`src/rtl/uart_rx_capture_pkg.sv`:
```
// uart_rx_capture_pkg: shared states, constants and baud divisor helper
package uart_rx_capture_pkg;
  typedef enum logic [2:0] {IDLE, START, DATA, STOP, WAIT_IDLE} rx_state_e;
  localparam int UART_DATA_BITS = 8;
  function automatic int calc_div(input int clk_hz, input int baud);
    return clk_hz / baud;
  endfunction
endpackage

```
`src/rtl/uart_rx_capture_fifo.sv`:
```
// uart_rx_capture_fifo: synchronous first-word-fall-through byte FIFO
module uart_rx_capture_fifo #(
  parameter int WIDTH = 8,
  parameter int DEPTH = 8
) (
  input  logic                       in_clk,
  input  logic                       in_rst_n,
  input  logic                       in_push,
  input  logic [WIDTH-1:0]           in_data,
  input  logic                       in_pop,
  input  logic                       in_clear,
  output logic [WIDTH-1:0]           out_data,
  output logic [$clog2(DEPTH):0]     out_level,
  output logic                       out_full,
  output logic                       out_empty
);
  localparam int AW = $clog2(DEPTH);
  localparam int LW = AW + 1;
  logic [WIDTH-1:0] r_mem [DEPTH];
  logic [AW-1:0]    r_wr;
  logic [AW-1:0]    r_rd;
  logic [LW-1:0]    r_level;
  logic             w_pop;
  logic             w_push;
  assign out_full  = r_level == LW'(DEPTH);
  assign out_empty = r_level == '0;
  assign w_pop     = in_pop && !out_empty;
  assign w_push    = in_push && (!out_full || w_pop);
  assign out_level = r_level;
  assign out_data  = out_empty ? '0 : r_mem[r_rd];
  // pointers and occupancy; clear wins over any same-cycle push/pop
  always_ff @(posedge in_clk or negedge in_rst_n) begin
    if (!in_rst_n) begin
      r_wr    <= '0;
      r_rd    <= '0;
      r_level <= '0;
    end else if (in_clear) begin
      r_wr    <= '0;
      r_rd    <= '0;
      r_level <= '0;
    end else begin
      if (w_push) r_wr <= r_wr + 1'b1;
      if (w_pop) r_rd <= r_rd + 1'b1;
      r_level <= r_level + LW'(w_push) - LW'(w_pop);
    end
  end
  // storage array, written only for accepted pushes
  always_ff @(posedge in_clk) begin
    if (w_push && !in_clear) r_mem[r_wr] <= in_data;
  end
endmodule

```
`src/rtl/uart_rx_capture.sv`:
```
// uart_rx_capture: 8N1 UART receiver feeding a valid/ready byte FIFO
module uart_rx_capture
  import uart_rx_capture_pkg::*;
#(
  parameter int CLK_FREQ   = 25_000_000,
  parameter int BAUD_RATE  = 781250,
  parameter int FIFO_DEPTH = 8
) (
  input  logic                          in_clk,
  input  logic                          in_rst_n,
  input  logic                          in_uart_rx,
  input  logic                          in_rx_en,
  input  logic                          in_clear,
  output logic [UART_DATA_BITS-1:0]     out_data,
  output logic                          out_valid,
  input  logic                          in_ready,
  output logic [$clog2(FIFO_DEPTH):0]   out_level,
  output logic                          out_frame_err,
  output logic                          out_overflow
);
  localparam int DIV = calc_div(CLK_FREQ, BAUD_RATE);
  localparam int CW  = $clog2(DIV);
  localparam int BW  = $clog2(UART_DATA_BITS);
  if (DIV < 4) begin : g_bad_div
    $error("uart_rx_capture: CLK_FREQ/BAUD_RATE must be at least 4");
  end
  if (FIFO_DEPTH < 2 || (FIFO_DEPTH & (FIFO_DEPTH - 1)) != 0) begin : g_bad_depth
    $error("uart_rx_capture: FIFO_DEPTH must be a power of two >= 2");
  end
  logic [1:0]                r_sync;
  logic                      w_rx_s;
  rx_state_e                 r_state;
  rx_state_e                 w_state_nxt;
  logic [CW-1:0]             r_cnt;
  logic [CW-1:0]             w_cnt_nxt;
  logic [BW-1:0]             r_bit;
  logic [BW-1:0]             w_bit_nxt;
  logic [UART_DATA_BITS-1:0] r_shift;
  logic [UART_DATA_BITS-1:0] w_shift_nxt;
  logic                      w_push;
  logic                      w_ferr;
  logic                      w_pop;
  logic                      w_full;
  logic                      w_empty;
  logic                      r_frame_err;
  logic                      r_overflow;
  assign w_rx_s        = r_sync[1];
  assign out_valid     = !w_empty;
  assign w_pop         = out_valid && in_ready;
  assign out_frame_err = r_frame_err;
  assign out_overflow  = r_overflow;
  // two-flop synchronizer; idles high so reset never looks like a start bit
  always_ff @(posedge in_clk or negedge in_rst_n) begin
    if (!in_rst_n) r_sync <= 2'b11;
    else r_sync <= {r_sync[0], in_uart_rx};
  end
  // receiver state, baud counter, bit index and shift register
  always_ff @(posedge in_clk or negedge in_rst_n) begin
    if (!in_rst_n) begin
      r_state <= IDLE;
      r_cnt   <= '0;
      r_bit   <= '0;
      r_shift <= '0;
    end else begin
      r_state <= w_state_nxt;
      r_cnt   <= w_cnt_nxt;
      r_bit   <= w_bit_nxt;
      r_shift <= w_shift_nxt;
    end
  end
  // next-state: start is checked mid-bit, data and stop one full bit later each
  always_comb begin
    w_state_nxt = r_state;
    w_cnt_nxt   = r_cnt + 1'b1;
    w_bit_nxt   = r_bit;
    w_shift_nxt = r_shift;
    w_push      = 1'b0;
    w_ferr      = 1'b0;
    case (r_state)
      IDLE: begin
        w_cnt_nxt = '0;
        if (!w_rx_s && in_rx_en) w_state_nxt = START;
      end
      START: if (r_cnt == CW'(DIV / 2 - 1)) begin
        w_cnt_nxt   = '0;
        w_bit_nxt   = '0;
        w_state_nxt = w_rx_s ? IDLE : DATA;
      end
      DATA: if (r_cnt == CW'(DIV - 1)) begin
        w_cnt_nxt   = '0;
        w_shift_nxt = {w_rx_s, r_shift[UART_DATA_BITS-1:1]};
        w_bit_nxt   = r_bit + 1'b1;
        if (r_bit == BW'(UART_DATA_BITS - 1)) w_state_nxt = STOP;
      end
      STOP: if (r_cnt == CW'(DIV - 1)) begin
        w_cnt_nxt   = '0;
        w_push      = w_rx_s;
        w_ferr      = !w_rx_s;
        w_state_nxt = w_rx_s ? IDLE : WAIT_IDLE;
      end
      WAIT_IDLE: begin
        w_cnt_nxt = '0;
        if (w_rx_s) w_state_nxt = IDLE;
      end
      default: w_state_nxt = IDLE;
    endcase
  end
  // frame-error pulse and sticky overflow; clear drops overflow
  always_ff @(posedge in_clk or negedge in_rst_n) begin
    if (!in_rst_n) begin
      r_frame_err <= 1'b0;
      r_overflow  <= 1'b0;
    end else begin
      r_frame_err <= w_ferr;
      r_overflow  <= in_clear ? 1'b0 : (w_push && w_full && !w_pop) ? 1'b1 : r_overflow;
    end
  end
  uart_rx_capture_fifo #(
    .WIDTH(UART_DATA_BITS),
    .DEPTH(FIFO_DEPTH)
  ) u_fifo (
    .in_clk   (in_clk),
    .in_rst_n (in_rst_n),
    .in_push  (w_push),
    .in_data  (r_shift),
    .in_pop   (w_pop),
    .in_clear (in_clear),
    .out_data (out_data),
    .out_level(out_level),
    .out_full (w_full),
    .out_empty(w_empty)
  );
endmodule

```
`config.mk`:
```
export PLATFORM = sky130hd
export DESIGN_NAME = uart_rx_capture
export DESIGN_NICKNAME = d
export VERILOG_FILES = /design/src/rtl/uart_rx_capture_pkg.sv /design/src/rtl/uart_rx_capture_fifo.sv /design/src/rtl/uart_rx_capture.sv
export SDC_FILE = /design/constraint.sdc
export NUM_CORES = 1
export LEC_CHECK = 0
export ABC_AREA = 1
export CORE_AREA = 8 8 74 140
export DETAILED_ROUTE_END_ITERATION = 8
export DIE_AREA = 0 0 82 148
export GPL_ROUTABILITY_DRIVEN = 0
export PLACE_DENSITY = 0.73
export SETUP_SLACK_MARGIN = 0.5
export SLEW_MARGIN = 10
export SYNTH_ARGS = -nofsm -noshare
export SYNTH_HDL_FRONTEND = slang
export SYNTH_HIERARCHICAL = 1
export SYNTH_SLANG_ARGS = --single-unit
export TNS_END_PERCENT = 10
```
`constraint.sdc`:
```
create_clock -name in_clk -period 2.25 [get_ports in_clk]
set_input_delay 0.225 -clock in_clk [delete_from_list [all_inputs] [get_ports in_clk]]
set_output_delay 0.225 -clock in_clk [all_outputs]
set_load 0.005 [all_outputs]
```
# Yosys cells after proc, flatten, opt, wreduce, memory -nomap -nowiden
# Memories as Yosys holds them, arrays and structs flattened.
# Index checks and enable logic that the tools add are counted.
# Widths: inputs -> output; s select.
[op_classes]
n_addsub = 6
n_eq_ne = 14
mux = 29
reduce_logical = 24
[ops]
columns = ["cell", "n"]
rows = [
  ["$mux 3", 13],
  ["$pmux 3 s5", 1],
  ["$pmux 5 s3", 1],
  ["$ne 2x2->1 const B", 6],
  ["$mux 5", 2],
  ["$add 3x1->3 const B", 3],
  ["$mux 1", 8],
  ["$mux 8", 1],
  ["$reduce_bool 2->1", 4],
  ["$logic_and 1x1->1", 7],
  ["$eq 3x2->1 const B", 2],
  ["$eq 3x3->1 const B", 2],
  ["$pmux 3 s2", 1],
  ["$reduce_and 6->1", 1],
  ["$add 5x1->5 const B", 1],
  ["$eq 5x4->1 const B", 1],
  ["$eq 5x5->1 const B", 1],
  ["$logic_not 1->1", 5],
  ["$add 4x1->4", 1],
  ["$eq 4x4->1 const B", 1],
  ["$logic_not 4->1", 1],
  ["$mux 4", 1],
  ["$reduce_or 2->1", 2],
  ["$sub 4x1->4", 1],
  ["6 further kinds", 6],
]
[totals]
regBits = 33
mem_bits_rw = 64
input_bits = 6
output_inout_bits = 15
elab_cells = 84
n_memories = 1
[mem_list]
columns = ["name", "words", "width", "read_ports", "rd_ports_with_merged_regs", "wr", "line_no", "text"]
rows = [
  ["u_fifo.r_mem", 8, 8, 1, 0, 1, "uart_rx_capture_fifo.sv:19", "logic [WIDTH-1:0] r_mem [DEPTH];"],
]

# Logic depth before layout (Yosys ltp)
# Gate-level depths: netlist (run 1).
[depth]
word_depth = 9
depth_mapped = 14

# Hierarchy
# The synthesis (run 1) kept the hierarchy.
[modules_own_cells]
columns = ["module", "instances", "cells_per_inst", "area_each_um2", "seq_area_each_um2"]
rows = [
  ["uart_rx_capture_fifo", 1, 321, 3314.4, 2172.1],
  ["uart_rx_capture", 1, 131, 1123.6, 578.1],
]

# Worst setup path after synthesis (run 1)
# Ideal clock, no wire load.
[synth_path]
path_kind = "register -> register"
start = "reg r_cnt[0]"
end = "reg u_fifo.r_level[2] (netlist: u_fifo/out_level[2])"
setup_ns = 0.119
arrival_ns = 2.176
path_slack_ns = -0.045
stages_incl_launch_ff = 10
path_buffers = 0
path_cell_list = "dfrtp_1 -> ha_1 -> nand4_4 -> nor3_2 -> or2_2 -> nand2_1 -> ha_1 -> fa_1 -> xnor2_1 -> nor2_1"
[synth_via]
elab_chain_cells = 7
[synth_rtl]
columns = ["element", "line_no", "text"]
rows = [
  ["start, declared", "uart_rx_capture.sv:34", "logic [CW-1:0] r_cnt;"],
  ["start signal, assigned", "uart_rx_capture.sv:66", "r_cnt <= w_cnt_nxt;"],
  ["$eq 5x5->1", "uart_rx_capture.sv:95", "STOP: if (r_cnt == CW'(DIV - 1)) begin"],
  ["$mux 1", "uart_rx_capture.sv:95", ""],
  ["$mux 1", "uart_rx_capture.sv:79", "case (r_state)"],
  ["via w_push", "uart_rx_capture.sv:40", "logic w_push;"],
  ["$logic_and 1x1->1", "uart_rx_capture_fifo.sv:28", "assign w_push = in_push && (!out_full || w_pop);"],
  ["$add 4x1->4", "uart_rx_capture_fifo.sv:44", "r_level <= r_level + LW'(w_push) - LW'(w_pop);"],
  ["$sub 4x1->4", "uart_rx_capture_fifo.sv:44", ""],
  ["$mux 4", "uart_rx_capture_fifo.sv:37", "end else if (in_clear) begin"],
  ["end signal, assigned", "uart_rx_capture_fifo.sv:44", ""],
  ["end, declared", "uart_rx_capture_fifo.sv:22", "logic [LW-1:0] r_level;"],
]
# The timed path passes the listed nets, and every way through them passes these cells.
# A chain may end at the register's enable or synchronous reset.

# Worst setup path in the final report (run 1)
[layout_path]
start = "reg u_fifo.r_level[1] (netlist: u_fifo/out_level[1])"
end = "reg u_fifo.r_level[1] (netlist: u_fifo/out_level[1])"
[layout_via]
elab_chain_cells = 9
elab_cells_between_ends = 11
[layout_rtl]
columns = ["element", "line_no", "text"]
rows = [
  ["$logic_not 4->1", "uart_rx_capture_fifo.sv:26", "assign out_empty = r_level == '0;"],
  ["$logic_not 1->1", "uart_rx_capture_fifo.sv:27, uart_rx_capture.sv:48", ""],
  ["$logic_and 1x1->1", "uart_rx_capture.sv:49", "assign w_pop = out_valid && in_ready;"],
  ["$logic_and 1x1->1", "uart_rx_capture_fifo.sv:27", "assign w_pop = in_pop && !out_empty;"],
  ["$logic_or 1x1->1", "uart_rx_capture_fifo.sv:28", ""],
  ["$logic_and 1x1->1", "uart_rx_capture_fifo.sv:28", ""],
  ["$add 4x1->4", "uart_rx_capture_fifo.sv:44", ""],
  ["$sub 4x1->4 *", "uart_rx_capture_fifo.sv:44", ""],
  ["$mux 4 *", "uart_rx_capture_fifo.sv:37", ""],
]
# Mark *: on every way between the ends. The rest lies on a longest branch, timed or not.

==> results of run 1 <==
==> cells by family after synthesis <==
logic type,after synthesis
adders and majority gates,12
xor gates and xnor gates,4
AOI/OAI and AO/OA,38
DFF,97
buffers and inverters,67
and+or+nand+nor,234
==> registers in the layout, summed over array words and instances, names as in the netlist <==
signal and flops:
r_state 3, u_fifo/out_level 4, u_fifo/r_rd 3, r_shift 8, u_fifo/r_mem 64, r_sync 2, r_cnt 5, out_overflow 1
out_frame_err 1, r_bit 3, u_fifo/r_wr 3
==> power groups by stage <==
| stage | Clock, mW | Sequential (mW) | Combinational [mW] |
|---|---|---|---|
| floorplan | 0 | 2.13 | 1.34 |
| global placement | 0 | 2.16 | 2.09 |
| detailed placement | 0 | 2.17 | 2.15 |
| CTS | 1.45 | 2.16 | 2.58 |
| global route | 1.52 | 2.19 | 3.28 |
| finish | 1.42 | 2.18 | 3.02 |
==> synth_stat cells, types with 2 or more instances <==
| cell | n |
|---|---|
| edfxtp_1 | 64 |
| o21ai_0 | 31 |
| a21oi_1 | 4 |
| dfrtp_1 | 31 |
| nor3_1 | 2 |
| inv_1 | 52 |
| nand2_2 | 4 |
| dfstp_2 | 2 |
| xor2_1 | 3 |
| nor2_1 | 85 |
| nand2_1 | 87 |
| nand4_1 | 7 |
| inv_2 | 2 |
| ha_1 | 11 |
| buf_2 | 9 |
| nand3_1 | 41 |
==> worst max path at each step <==
stage,to,depth (start not counted)
finish,u_fifo/out_level[1]$_DFF_PN0_,11
global route,u_fifo/out_level[1]$_DFF_PN0_,11
CTS,u_fifo/out_level[1]$_DFF_PN0_,9
detailed placement,u_fifo/out_level[1]$_DFF_PN0_,12
global placement,u_fifo/out_level[1]$_DFF_PN0_,10
floorplan,u_fifo/out_level[1]$_DFF_PN0_,9
==> stage by stage <==
stage / hold slack [ps] / cells / utilization / setup WS [ps] / area, um2
6_report: 292.6 / 620 / 0.6717 / 154.2 / 5728
5_1_grt: 281.7 / 620 / 0.6717 / 70.40 / 5728
4_1_cts: 283.2 / 613 / 0.6436 / 245.0 / 5489
3_5_place_dp: 348.8 / 578 / 0.5734 / 96.45 / 4890
3_3_place_gp: 348.6 / 578 / 0.5734 / 141.6 / 4890
2_1_floorplan: -70.59 / 452 / - / 98.88 / 4482
==> what timing repair did <==
| action | 4_1_cts | 5_1_grt |
|---|---|---|
| resized for setup | 83 | 49 |
| pin swaps | 24 | 29 |
| endpoints found under the hold margin | 0 | 0 |
| cloned | 2 | 1 |
| buffers inserted | 17 | 6 |
| setup endpoints to repair | 77 | 77 |
==> layout make-up <==
class | instances | share of cell area
Sequential cell | 97 | 0.4812
Multi-Input combinational cell | 288 | 0.2995
Tap cell | 100 | 0.02184
Inverter | 55 | 0.03976
Clock inverter | 7 | 0.009393
Clock buffer | 9 | 0.03932
Timing Repair Buffer | 64 | 0.1090
==> critical path: stages, from the launching register on <==
cell and delay, ps:
dfrtp_2 470, nor2_2 180, nand2_4 80, buf_4 140, nand2_4 110, nand2_8 90
nand3_4 100, nand2_4 60, ha_4 150, fa_2 520, inv_2 40, nor2_2 80
==> per-layer routing <==
layer	vias to the layer above	part of all wire
met4	0	0.034
met3	30	0.036
met2	103	0.59
met5	-	0
met1	1602	0.34
li1	1611	-
==> results.sh, run 1 <==
export IMPL_ff2ff_setup_slack_ps=150
export IMPL_drc=0
export IMPL_cts_root_buf="clkbuf_16"
export IMPL_grt_pass1_wl_mm=16.00
export IMPL_grt_max_degree=34
export IMPL_p_seq_frac=0.329
export IMPL_ff_latch_area_um2=2756
export IMPL_cts_tree="built"
export IMPL_relSlewSlack=0.7163
export IMPL_io_buffers=20
export IMPL_power_total_mw=6.621
export IMPL_syn_cell_area_um2=4438
export IMPL_antenna_found_initial=0
export IMPL_cap_violations=0
export IMPL_cts_made_buffers=9
export IMPL_worstPathMaxFanout=6
export IMPL_power_density_nw_per_um2=1156
export IMPL_io_pins=21
export IMPL_synthMuxAreaShare=0
export IMPL_layout_common_cells="nand2_1 (80), nor2_1 (78), edfxtp_1 (64)"
export IMPL_hpwlAfterDp_mm=6.662
export IMPL_r2r_start="u_fifo/out_level[1]$_DFF_PN0_"
export IMPL_synth_ff_type="edfxtp_1"
export IMPL_fillers=613
export IMPL_top_usage_layer="met2"
export IMPL_synth_cell_types=33
export IMPL_synth_fa_ha_area_frac=0.03552
export IMPL_crit_required_ps=2520
export IMPL_cts_hold_fix_buffers=0
export IMPL_cts_htree_levels=3
export IMPL_avgRoutedWirePerCell_um=16.90
export IMPL_max_slew_worst_pin_slew_ps=425.5
export IMPL_ys_warn_count=6
export IMPL_clkSlewWorstSetupHoldPaths_ps=70
export IMPL_synth_largest_area_cell="edfxtp_1"
export IMPL_grt_use_met3=0.03345
export IMPL_use_met2=0.3329
export IMPL_skew_ps=7.115
export IMPL_internal_power_mw=4.154
export IMPL_start_util=0.5204
export IMPL_grtUsageMet1=0.1687
export IMPL_setup_violations=0
export IMPL_drv_slew=0
export IMPL_syn2layout_area_growth_pct=29.07
export IMPL_crit_type="flop to flop"
export IMPL_grt_pass1_vias=3314
export IMPL_diodes=0
export IMPL_finalCriticalPeriod_ps=2096
export IMPL_yosys_area_top_type_share=0.4330
export IMPL_synth_top_family_by_area="simple AND/OR/NAND/NOR gates"
export IMPL_detail_route_wirelength_mm=10.48
export IMPL_startpoint="u_fifo/out_level[1]$_DFF_PN0_"
export IMPL_critPathCaptureType="flop"
export IMPL_synth_xor_area_frac=0.007894
export IMPL_ys_seq_elements=97
export IMPL_rsz0062_at_grt="true"
export IMPL_die_area_um2=12140
export IMPL_avgSynthCellArea_um2=9.819
export IMPL_clkSinkCount=97
export IMPL_p_switching_mw=2.468
export IMPL_row_count=48
export IMPL_power_share_clock=0.215
export IMPL_final_common_cell="nand2_1"
export IMPL_core_area_um2=8528
export IMPL_hold_viol=0
export IMPL_ff2ff_path_depth=11
export IMPL_finalNetCount=533
export IMPL_r2r_end="u_fifo/out_level[1]$_DFF_PN0_"
export IMPL_synthArstFlopShare=0.3402
export IMPL_die_w_um=82
export IMPL_startpoint_type="flop"
export IMPL_seq_area_frac_synth=0.6197
export IMPL_swShare=0.3727
export IMPL_overflow=0
export IMPL_arrival_ps=2370
export IMPL_die_y_um=148
export IMPL_syn_inst=452
export IMPL_clockBufferDepth=2
export IMPL_synth_compound_area_frac=0.04426
export IMPL_ant_nets=0
export IMPL_clkLatencyLatePin_ps=340
export IMPL_synth_area_leaders="edfxtp_1 (43%), dfrtp_1 (17%), nand2_1 (7.4%)"
export IMPL_hp_class="input pin to asynchronous set/reset pin"
export IMPL_drt_iter0_drc=312
export IMPL_multi_input_area_um2=1715
export IMPL_drive_above_1_share=0.2654
export IMPL_max_vdd_ir_drop_mv=0.9277
export IMPL_outcome="complete, no violations"
export IMPL_first_pass_iters=5
export IMPL_vias=3346
export IMPL_grt_util_all_layers=0.1752
export IMPL_synth_fp_nets=470
export IMPL_fmax_mhz=477.1
export IMPL_leakage_nw=2.509
export IMPL_synth_simple_gate_area_frac=0.2309
export IMPL_synth_edf_count=64
export IMPL_fin_crit_sh=0.9315
export IMPL_viasPerCell=5.397
export IMPL_comb_power_share=0.456
export IMPL_fin_setup_tns_ps=0
No activity file was read; power rests on OpenSTA's default activity.
==> run 2: changes to the inputs <==
--- a/config.mk
+++ b/config.mk
@@ -6,11 +6,12 @@
 export NUM_CORES = 1
 export LEC_CHECK = 0
 export ABC_AREA = 1
-export CORE_AREA = 8 8 74 140
+export CORE_AREA = 8 8 70 133
+export CTS_CLUSTER_DIAMETER = 30
 export DETAILED_ROUTE_END_ITERATION = 8
-export DIE_AREA = 0 0 82 148
+export DIE_AREA = 0 0 78 141
 export GPL_ROUTABILITY_DRIVEN = 0
-export PLACE_DENSITY = 0.73
+export PLACE_DENSITY = 0.78
 export SETUP_SLACK_MARGIN = 0.5
 export SLEW_MARGIN = 10
 export SYNTH_ARGS = -nofsm -noshare
==> constraint.sdc (replaced) <==
create_clock -name in_clk -period 2.1 [get_ports in_clk]
set_input_delay 0.21 -clock in_clk [delete_from_list [all_inputs] [get_ports in_clk]]
set_output_delay 0.21 -clock in_clk [all_outputs]
set_load 0.005 [all_outputs]
==> run 2 against run 1 <==
  * The run now ends with setup timing left
  * Worst setup slack lost 180 ps
  * Clock skew shrank 2.3 ps
  * Clock power grew 8%
  * Design area grew 4.9%
  * Critical path depth shrank 2
  * Worst hold slack lost 38 ps
  * Sequential share of layout area shrank 2.3 points
  * Maximum frequency shrank 1.3%
  * Register-to-register slack lost 180 ps
  * Clock-buffer cell count is the same
  * Non-clock buffer count grew 21
==> results.sh, run 2 (synthesis results as in run 1) <==
export IMPL_cts_made_buffers=9
export IMPL_slowest_delay_ps=520
export IMPL_place_area_um2=4980
export IMPL_drc=0
export IMPL_die_y_um=141
export IMPL_max_slew_worst_pin_slew_ps=426.9
export IMPL_crit_type="flop to flop"
export IMPL_hold_viol=0
export IMPL_clkSlewWorstSetupHoldPaths_ps=70
export IMPL_syn2layout_area_growth_pct=35.35
export IMPL_start_util=0.5882
export IMPL_failed_checks="setup timing"
export IMPL_worstPathMaxFanout=4
export IMPL_ff_latch_area_um2=2751
export IMPL_arrival_ps=2400
export IMPL_cts_htree_levels=3
export IMPL_critPathCaptureType="flop"
export IMPL_hp_class="input pin to asynchronous set/reset pin"
export IMPL_grt_max_degree=34
export IMPL_clkLatencyLatePin_ps=350
export IMPL_startpoint_type="flop"
export IMPL_vias=3645
export IMPL_cpMostUsedCell="ha_4"
export IMPL_drv_slew=0
export IMPL_die_w_um=78
export IMPL_clockBufferDepth=2
export IMPL_cts_tree="built"
export IMPL_relSlewSlack=0.7154
export IMPL_drive_above_1_share=0.3198
export IMPL_clkSinkCount=97
export IMPL_finalCriticalPeriod_ps=2124
export IMPL_outcome="complete, but fails checks"
export IMPL_diodes=0
export IMPL_crit_slowest_cell="fa_2"
export IMPL_fin_crit_sh=1.012
export IMPL_fmax_mhz=470.7
export IMPL_antenna_found_initial=0
export IMPL_whs_ps=254.3
export IMPL_grt_pass1_vias=3527
export IMPL_io_buffers=20
export IMPL_cap_violations=0
export IMPL_fin_setup_tns_ps=-191.4
export IMPL_power_density_nw_per_um2=1220
export IMPL_viasPerCell=5.740
export IMPL_first_pass_iters=7
export IMPL_finalInstanceArea_um2=6007
export IMPL_grt_util_all_layers=0.1949
export IMPL_leakage_nw=2.643
export IMPL_io_pins=21
export IMPL_core_area_um2=7545
export IMPL_ant_nets=0
export IMPL_fillers=421
export IMPL_max_vdd_ir_drop_mv=0.9598
export IMPL_skew_ps=4.829
export IMPL_final_common_cell="nand2_1"
export IMPL_detail_route_wirelength_mm=12.24
export IMPL_die_area_um2=11000
export IMPL_crit_required_ps=2380
export IMPL_wl_met2_mm=6.998
export IMPL_cts_hold_fix_buffers=0
export IMPL_row_count=45
export IMPL_finalNetCount=554
export IMPL_hpwlAfterDp_mm=6.512
export IMPL_met1_length_mm=3.971
export IMPL_dr_wl_met3_um=542
export IMPL_setup_violations=9
export IMPL_avgRoutedWirePerCell_um=19.28
export IMPL_largest_reg_flops=64
export IMPL_rsz0062_at_grt="true"
export IMPL_drt_iter0_drc=304
export IMPL_grt_pass1_wl_mm=16.57
export IMPL_layout_setup_ws_ps=-24.33
export IMPL_multi_input_area_um2=1765
export IMPL_worstPathCellList="ha_4 -> nand4_4 -> nor3_4 -> or2_4 -> nand2_4 -> ha_4 -> fa_2 -> inv_1 -> nor2_1"
export IMPL_overflow=0
export IMPL_cts_root_buf="clkbuf_16"
export IMPL_power_total_mw=7.330
export IMPL_routed_top_layer="met4"
export IMPL_pre_cts_ws_ps=-13.25
export IMPL_layout_common_cells="nand2_1 (70), edfxtp_1 (64), nor2_1 (61)"
export IMPL_reg_largest_list="u_fifo/r_mem: 64 flops, r_shift: 8 flops, r_cnt: 5 flops"
export IMPL_top_register="u_fifo/r_mem"
run 2: cell types whose count changed in the layout (fill, tap and decap cells not counted), sizes merged:
cell and delta:
clkinvlp -1, clkdlybuf4s50 -1, clkinv +1, buf +21, dlymetal6s2s +1
run 2: repair_timing:
item,CTS,global route
pin swaps,24,56
resized for setup,85,85
setup buffers,21,10
endpoints found under the setup margin,77,86
cloned,2,1
run 2: through the flow:
step                utilization  instances
floorplan                     -        452
global placement         0.6600        585
detailed placement       0.6600        585
CTS                      0.7446        624
global route             0.7962        635
finish                   0.7962        635
run 2: layout make-up:
type / count / share of cell area
Sequential cell: 97 / 0.4580
Multi-Input combinational cell: 288 / 0.2939
Timing Repair Buffer: 85 / 0.1464
Clock buffer: 9 / 0.03749
Inverter: 55 / 0.03562
Tap cell: 94 / 0.01958
Clock inverter: 7 / 0.008956
run 2: per-layer routing:
metal,track usage,up-vias
met5,0,-
met4,0.1042,0
met3,0.04013,58
met2,0.3820,165
met1,0.1751,1773
li1,-,1649
run 2: worst max-delay path, delay by kind of cell (launching register included):
family | cells | cell delay [ps]
adders and majority gates | 3 | 850
buffers and inverters | 1 | 50
and+or+nand+nor | 5 | 750
DFF | 1 | 400
run 2: final timing paths:
kind                                     start                            end  slack (ps)  cells past startpoint
setup / recovery            r_cnt[0]$_DFF_PN0_  u_fifo/out_level[1]$_DFF_PN0_         -20                      9
hold reg to reg            r_sync[0]$_DFF_PN1_            r_sync[1]$_DFF_PN1_         360                      0
min in group in_clk                 in_uart_rx            r_sync[0]$_DFF_PN1_         280                      1
setup reg to reg            r_cnt[0]$_DFF_PN0_  u_fifo/out_level[1]$_DFF_PN0_         -20                      9
hold / removal                        in_rst_n           r_bit[1]$_DFFE_PN0P_         250                      2
max in group asynchronous             in_rst_n     u_fifo/r_rd[0]$_DFFE_PN0P_        1500                      2
run 2: power breakdown:
part	switching (mW)	internal (mW)	leakage [nW]
logic	1.89	1.65	1.39
registers	0.124	2.13	1.12
clock network	0.712	0.815	0.137
==> patch 1: new RTL, flow settings as in run 1 <==
Register the output `out_level`; this adds one clock of latency there. The other outputs are not delayed to match.
--- a/src/rtl/uart_rx_capture.sv
+++ b/src/rtl/uart_rx_capture.sv
@@ -21,6 +21,8 @@
   localparam int DIV = calc_div(CLK_FREQ, BAUD_RATE);
   localparam int CW  = $clog2(DIV);
   localparam int BW  = $clog2(UART_DATA_BITS);
+
+  logic [$clog2(FIFO_DEPTH):0] out_level_d;
   if (DIV < 4) begin : g_bad_div
     $error("uart_rx_capture: CLK_FREQ/BAUD_RATE must be at least 4");
   end
@@ -126,9 +128,13 @@
     .in_pop   (w_pop),
     .in_clear (in_clear),
     .out_data (out_data),
-    .out_level(out_level),
+    .out_level(out_level_d),
     .out_full (w_full),
     .out_empty(w_empty)
   );
+  always_ff @(posedge in_clk) begin
+    out_level <= out_level_d;
+  end
+
 endmodule
 
Check against the original RTL: same outputs for any inputs over 10 cycles, from zero or initial values and one cycle with in_rst_n low; that may be too few to reach the edited logic, so the function may still have changed.
==> patch 1 against run 1 <==
- fmax is 0.67% higher
- sequential power up 3%
- sequential cell count rose by 4
- total power down 0.42%
- area after synthesis up 1.8%
- setup slack improved by 0.014 ns
- critical path depth is 2 lower
- routed wire length is 4.9% lower
- utilization is 0.28 points lower
- cell area decreased by 0.41%
==> patch 1: results (changes against run 1) <==
Parameter                              Value

Setup path
  Family of cells with the greatest summed delay on the critical path ... simple AND/OR/NAND/NOR gates
  Crit path arrival time ... 2.34 ns (-0.03 ns)
  Worst path max stage delay ... 0.40 ns (-0.12 ns)
  Crit path max fanout ... 3 (-3)
  Slowest stage cell, crit path ... sky130_fd_sc_hd__dfrtp_1

Logic synthesis
  Gate count of the mapped netlist ... 456 (+0.88%)
  Ys async rst share ... 32.67% (-1.3 points)
  Net count after synthesis ... 474 (+0.85%)
  Synth area leaders ... sky130_fd_sc_hd__edfxtp_1, sky130_fd_sc_hd__dfrtp_1, sky130_fd_sc_hd__nand2_1
  XOR/XNOR Fraction of Synth Area ... 0.7754% (-0.014 points)
  Synthesis Warnings ... 6 (unchanged)
  Ranking of synthesized cells by instance count ... sky130_fd_sc_hd__nand2_1, sky130_fd_sc_hd__nor2_1, sky130_fd_sc_hd__edfxtp_1
  Compound-cell area share of the yosys netlist ... 4.348% (-0.078 points)
  Number of different library cells in the post-synthesis netlist ... 34 (+3.0%)
  Post-synthesis adder-cell area fraction ... 3.489% (-0.063 points)
  EDFF count, synth ... 64 (unchanged)
  Mux share of post-synthesis cell area ... 0% (unchanged)
  Register area share after synthesis ... 62.64% (+0.67 points)

Global route
  Largest net degree at the start of global routing ... 34 (unchanged)
  Routing usage on met2 ... 30.87% (-2.4 points)
  All-Layer GR Usage ... 16.75% (-0.78 points)
  Number of global-route vias before repair ... 3271 (-1.3%)
  Initial antenna violation count ... 0 (unchanged)
  Wire length of the first global-routing pass ... 15.46 mm (-3.4%)
  GR Layer Usage met1 ... 16.58% (-0.29 points)
  Global routing met3 resource utilization ... 3.041% (-0.30 points)

Run status
  Result of the run ... finished clean

Clocking
  Clock buffer count from CTS ... 9 (unchanged)
  Maximum clock insertion buffer count ... 2 (unchanged)
  Depth of the CTS H-tree ... 3 (unchanged)
  Clock insertion delay at the later pin of the skew report ... 0.34 ns (about the same)

Final layout
  Leading registers by flop count ... u_fifo/r_mem: 64 flops, r_shift: 8 flops, r_cnt: 5 flops
  Number of nets in the finished design ... 542 (+1.7%)
  Number of antenna diodes ... 0 (unchanged)
  Final non-filler cell total ... 629 (+1.5%)
  Proportion of layout cells with a drive suffix above 1 ... 24.01% (-2.5 points)

Hold path
  Tightest Hold Check Type ... in -> async

Detailed routing
  Drt total wl ... 9.957 mm (-4.9%)
  DRT iter0 DRCs ... 239 (-23%)
  Pre-Repair DR Iteration Count ... 5 (unchanged)
  Post-DR vias/cell ... 5.320 (-1.4%)
  Detailed-route DRC error count ... 0 (unchanged)

Pwr
  Standby leakage power ... 2.532 nW (+0.93%)
  Max rail drop VDD ... 0.0008739 V (-5.8%)

Placement
  # placed instances ... 587 (+1.6%)
  Placed wire-length estimate ... 6.555 mm (-1.6%)
  Buffers added on ports ... 20 (unchanged)

STA
  Largest clock skew in the final design ... 0.007182 ns (+0.00006719 ns)
  Setup TNS after final layout ... 0 ns (unchanged)
  Worst Max-Slew Pin Slew ... 0.4388 ns (+0.01333 ns)
==> patch 1: cell types whose count changed after synthesis, sizes merged <==
| cell | change |
|---|---|
| dfxtp | +4 |
==> patch 1: layout make-up <==
cell class                      instances  area [um^2]
Multi-Input combinational cell        288         1603
Clock inverter                          4        32.53
Fill cell                             635         2824
Sequential cell                       101         2835
Tap cell                              100        125.1
Timing Repair Buffer                   68        634.4
Clock buffer                           12        256.5
Timing Repair inverter                  1        5.005
Inverter                               55        212.7
==> patch 1: path summary, 6_finish.rpt <==
path	from	end	slack (ns)	cells after the start
setup / recovery	r_cnt[0]	u_fifo/out_level[2]	0.17	9
hold / removal	in_rst_n	u_fifo/out_level[2]	0.29	2
setup reg to reg	r_cnt[0]	u_fifo/out_level[2]	0.17	9
hold reg to reg	r_sync[0]	r_sync[1]	0.36	0
max in group asynchronous	in_rst_n	r_sync[0]	1.61	2
min in group in_clk	in_uart_rx	r_sync[0]	0.30	1
==> patch 1: logic make-up after synthesis <==
| kind of cell | Yosys count |
|---|---|
| and+or+nand+nor | 234 |
| adders and majority gates | 12 |
| AOI/OAI and AO/OA | 38 |
| buffers and inverters | 67 |
| xor gates and xnor gates | 4 |
| DFF | 101 |
==> patch 1: metrics by stage <==
step                power, mW  area [um^2]  utilization [%]  setup WS [ns]
floorplan               3.556         4554                -        0.09888
global placement        4.367         5000            58.63         0.1414
detailed placement      4.429         5000            58.63        0.06928
CTS                     6.155         5484            64.30         0.2344
global route            6.957         5704            66.89        0.07702
finish                  6.594         5704            66.89         0.1681
==> patch 1: per-layer routing <==
metal / up-vias / routed length (um)
li1: 1632 / -
met3: 27 / 336
met2: 81 / 5824
met5: - / 0
met4: 0 / 313
met1: 1606 / 3482
==> patch 1: power by group <==
part           switching (mW)  leakage (nW)  internal, mW
registers               0.149          1.15          2.09
clock network           0.642         0.135         0.816
logic                    1.53          1.25          1.37
==> patch 1: repair_timing <==
| item | CTS | global route |
|---|---|---|
| gates cloned | 1 | 4 |
| pin swaps | 17 | 19 |
| buffers inserted | 15 | 6 |
| resized for setup | 58 | 44 |
| endpoints found under the setup margin | 77 | 76 |
==> patch 2: new RTL, settings of run 1 <==
Made on the original files. Change the parameter `CLK_FREQ` from 25_000_000 to 12_500_000.
--- a/src/rtl/uart_rx_capture.sv
+++ b/src/rtl/uart_rx_capture.sv
@@ -2,7 +2,7 @@
 module uart_rx_capture
   import uart_rx_capture_pkg::*;
 #(
-  parameter int CLK_FREQ   = 25_000_000,
+  parameter int CLK_FREQ   = 12_500_000,
   parameter int BAUD_RATE  = 781250,
   parameter int FIFO_DEPTH = 8
 ) (
Function: no difference found for any inputs over 10 cycles, from zero or initial values and one cycle with in_rst_n low; that may be too few to reach the edited logic, so the function may still have changed.
==> patch 2 against run 1 <==
- largest cell class unchanged
- cell area down 0.13%
- global-route usage up 0.94 points
- non-clock buffer count up 1
- area after synthesis down 1.6%
- total power up 3.9%
- routed wire length up 5.4%
- setup slack better by 0.027 ns
- sequential cell count down 1
- sequential share of layout area down 0.37 points
- critical path type unchanged
==> patch 2: results (changes against run 1) <==
Parameter                              Value

Global route
  Wire length of the first global-routing pass ... 16.54 mm (+3.4%)
  Largest net degree at the start of global routing ... 33 (-2.9%)
  Number of global-route vias before repair ... 3458 (+4.3%)
  All-Layer GR Usage ... 18.47% (+0.94 points)

Placement
  Area after detailed placement ... 4833 um^2 (-1.2%)
  Placed wire-length estimate ... 6.465 mm (-3.0%)
  Buffers added on ports ... 20 (unchanged)
  Dpl ws ... 0.1118 ns (+0.01531 ns)

Detailed routing
  DRT iter0 DRCs ... 280 (-10%)
  Post-DR vias/cell ... 5.515 (+2.2%)
  Drt total wl ... 11.04 mm (+5.4%)

Setup path
  Worst path max stage delay ... 0.52 ns (about the same)
  Family of cells with the greatest summed delay on the critical path ... adder cells
  Crit path max fanout ... 3 (-3)
  Worst Setup Path Type ... reg -> reg
  Crit path arrival time ... 2.35 ns (-0.02 ns)

Logic synthesis
  Register area share after synthesis ... 62.41% (+0.44 points)
  Number of different library cells in the post-synthesis netlist ... 31 (-6.1%)
  Ys async rst share ... 33.33% (-0.69 points)
  XOR/XNOR Fraction of Synth Area ... 0.8023% (+0.013 points)
  Compound-cell area share of the yosys netlist ... 5.415% (+0.99 points)
  Synth area leaders ... sky130_fd_sc_hd__edfxtp_1, sky130_fd_sc_hd__dfrtp_1, sky130_fd_sc_hd__nor2_1

Run status
  Result of the run ... finished clean

Pwr
  Proportion of power drawn by the clock network ... 22.6% (+1.1 points)
  Max rail drop VDD ... 0.001034 V (+11%)
  Register share of total power ... 30.7% (-2.2 points)
  Switching power total ... 2.562 mW (+3.8%)
  Standby leakage power ... 2.437 nW (-2.9%)

Final layout
  Leading registers by flop count ... u_fifo/r_mem: 64 flops, r_shift: 8 flops
  Proportion of layout cells with a drive suffix above 1 ... 29.96% (+3.4 points)
  Filler cells ... 578 (-5.7%)

STA
  Worst max-slew margin expressed relative to the limit ... 71.12% (-0.52 points)
  Largest clock skew in the final design ... 0.004953 ns (-0.002161 ns)
  Worst setup slack after layout ... 0.1809 ns (+0.02677 ns)
==> patch 2: changes by cell type after synthesis, moves of 3 or more <==
cell / delta
sky130_fd_sc_hd__o21ai_1: +11
sky130_fd_sc_hd__nand2_1: -7
sky130_fd_sc_hd__inv_1: -6
sky130_fd_sc_hd__nand4_1: -4
sky130_fd_sc_hd__o21ai_0: -4
sky130_fd_sc_hd__nand3_1: -3
sky130_fd_sc_hd__nor2_1: +3
==> patch 2: final cells by class <==
class	instances	area, um^2	share of cell area (%)
repair buffers	65	643.1	11.24
flip-flops and latches	96	2731	47.75
inverters	50	206.4	3.609
clock buffers	9	225.2	3.937
repair inverters	2	17.52	0.3062
clock inverters	7	80.08	1.400
well taps	100	125.1	2.187
multi-input cells	285	1692	29.57
==> patch 2: worst paths after layout <==
check | slack, ns | startpoint | cells after the start | end
worst max-delay path | 0.18 | u_fifo/out_level[2] | 10 | u_fifo/out_level[1]
worst min-delay path | 0.28 | in_rst_n | 2 | u_fifo/r_rd[2]
worst max register to register | 0.18 | u_fifo/out_level[2] | 10 | u_fifo/out_level[1]
worst min register to register | 0.36 | r_sync[0] | 0 | r_sync[1]
max in group asynchronous | 1.64 | in_rst_n | 2 | r_sync[1]
min in group in_clk | 0.28 | in_uart_rx | 1 | r_sync[0]
==> patch 2: metal layers <==
layer	global-route usage, %	vias up	wire, um
li1	-	1585	-
met2	34.21	148	6461
met4	13.89	0	544
met5	0	-	0
met1	16.13	1611	3603
met3	3.528	42	430
==> patch 2: repair_timing <==
action,CTS,global route
gates resized for setup,113,22
setup endpoints to repair,77,77
gates cloned,5,0
setup buffers,21,4
hold endpoints to repair,0,0
pin swaps,44,33
==> patch 2: stage by stage <==
stage	total power, mW	instances
floorplan	3.486	444
global placement	4.268	568
detailed placement	4.339	568
CTS	6.621	610
global route	7.211	614
finish	6.878	614
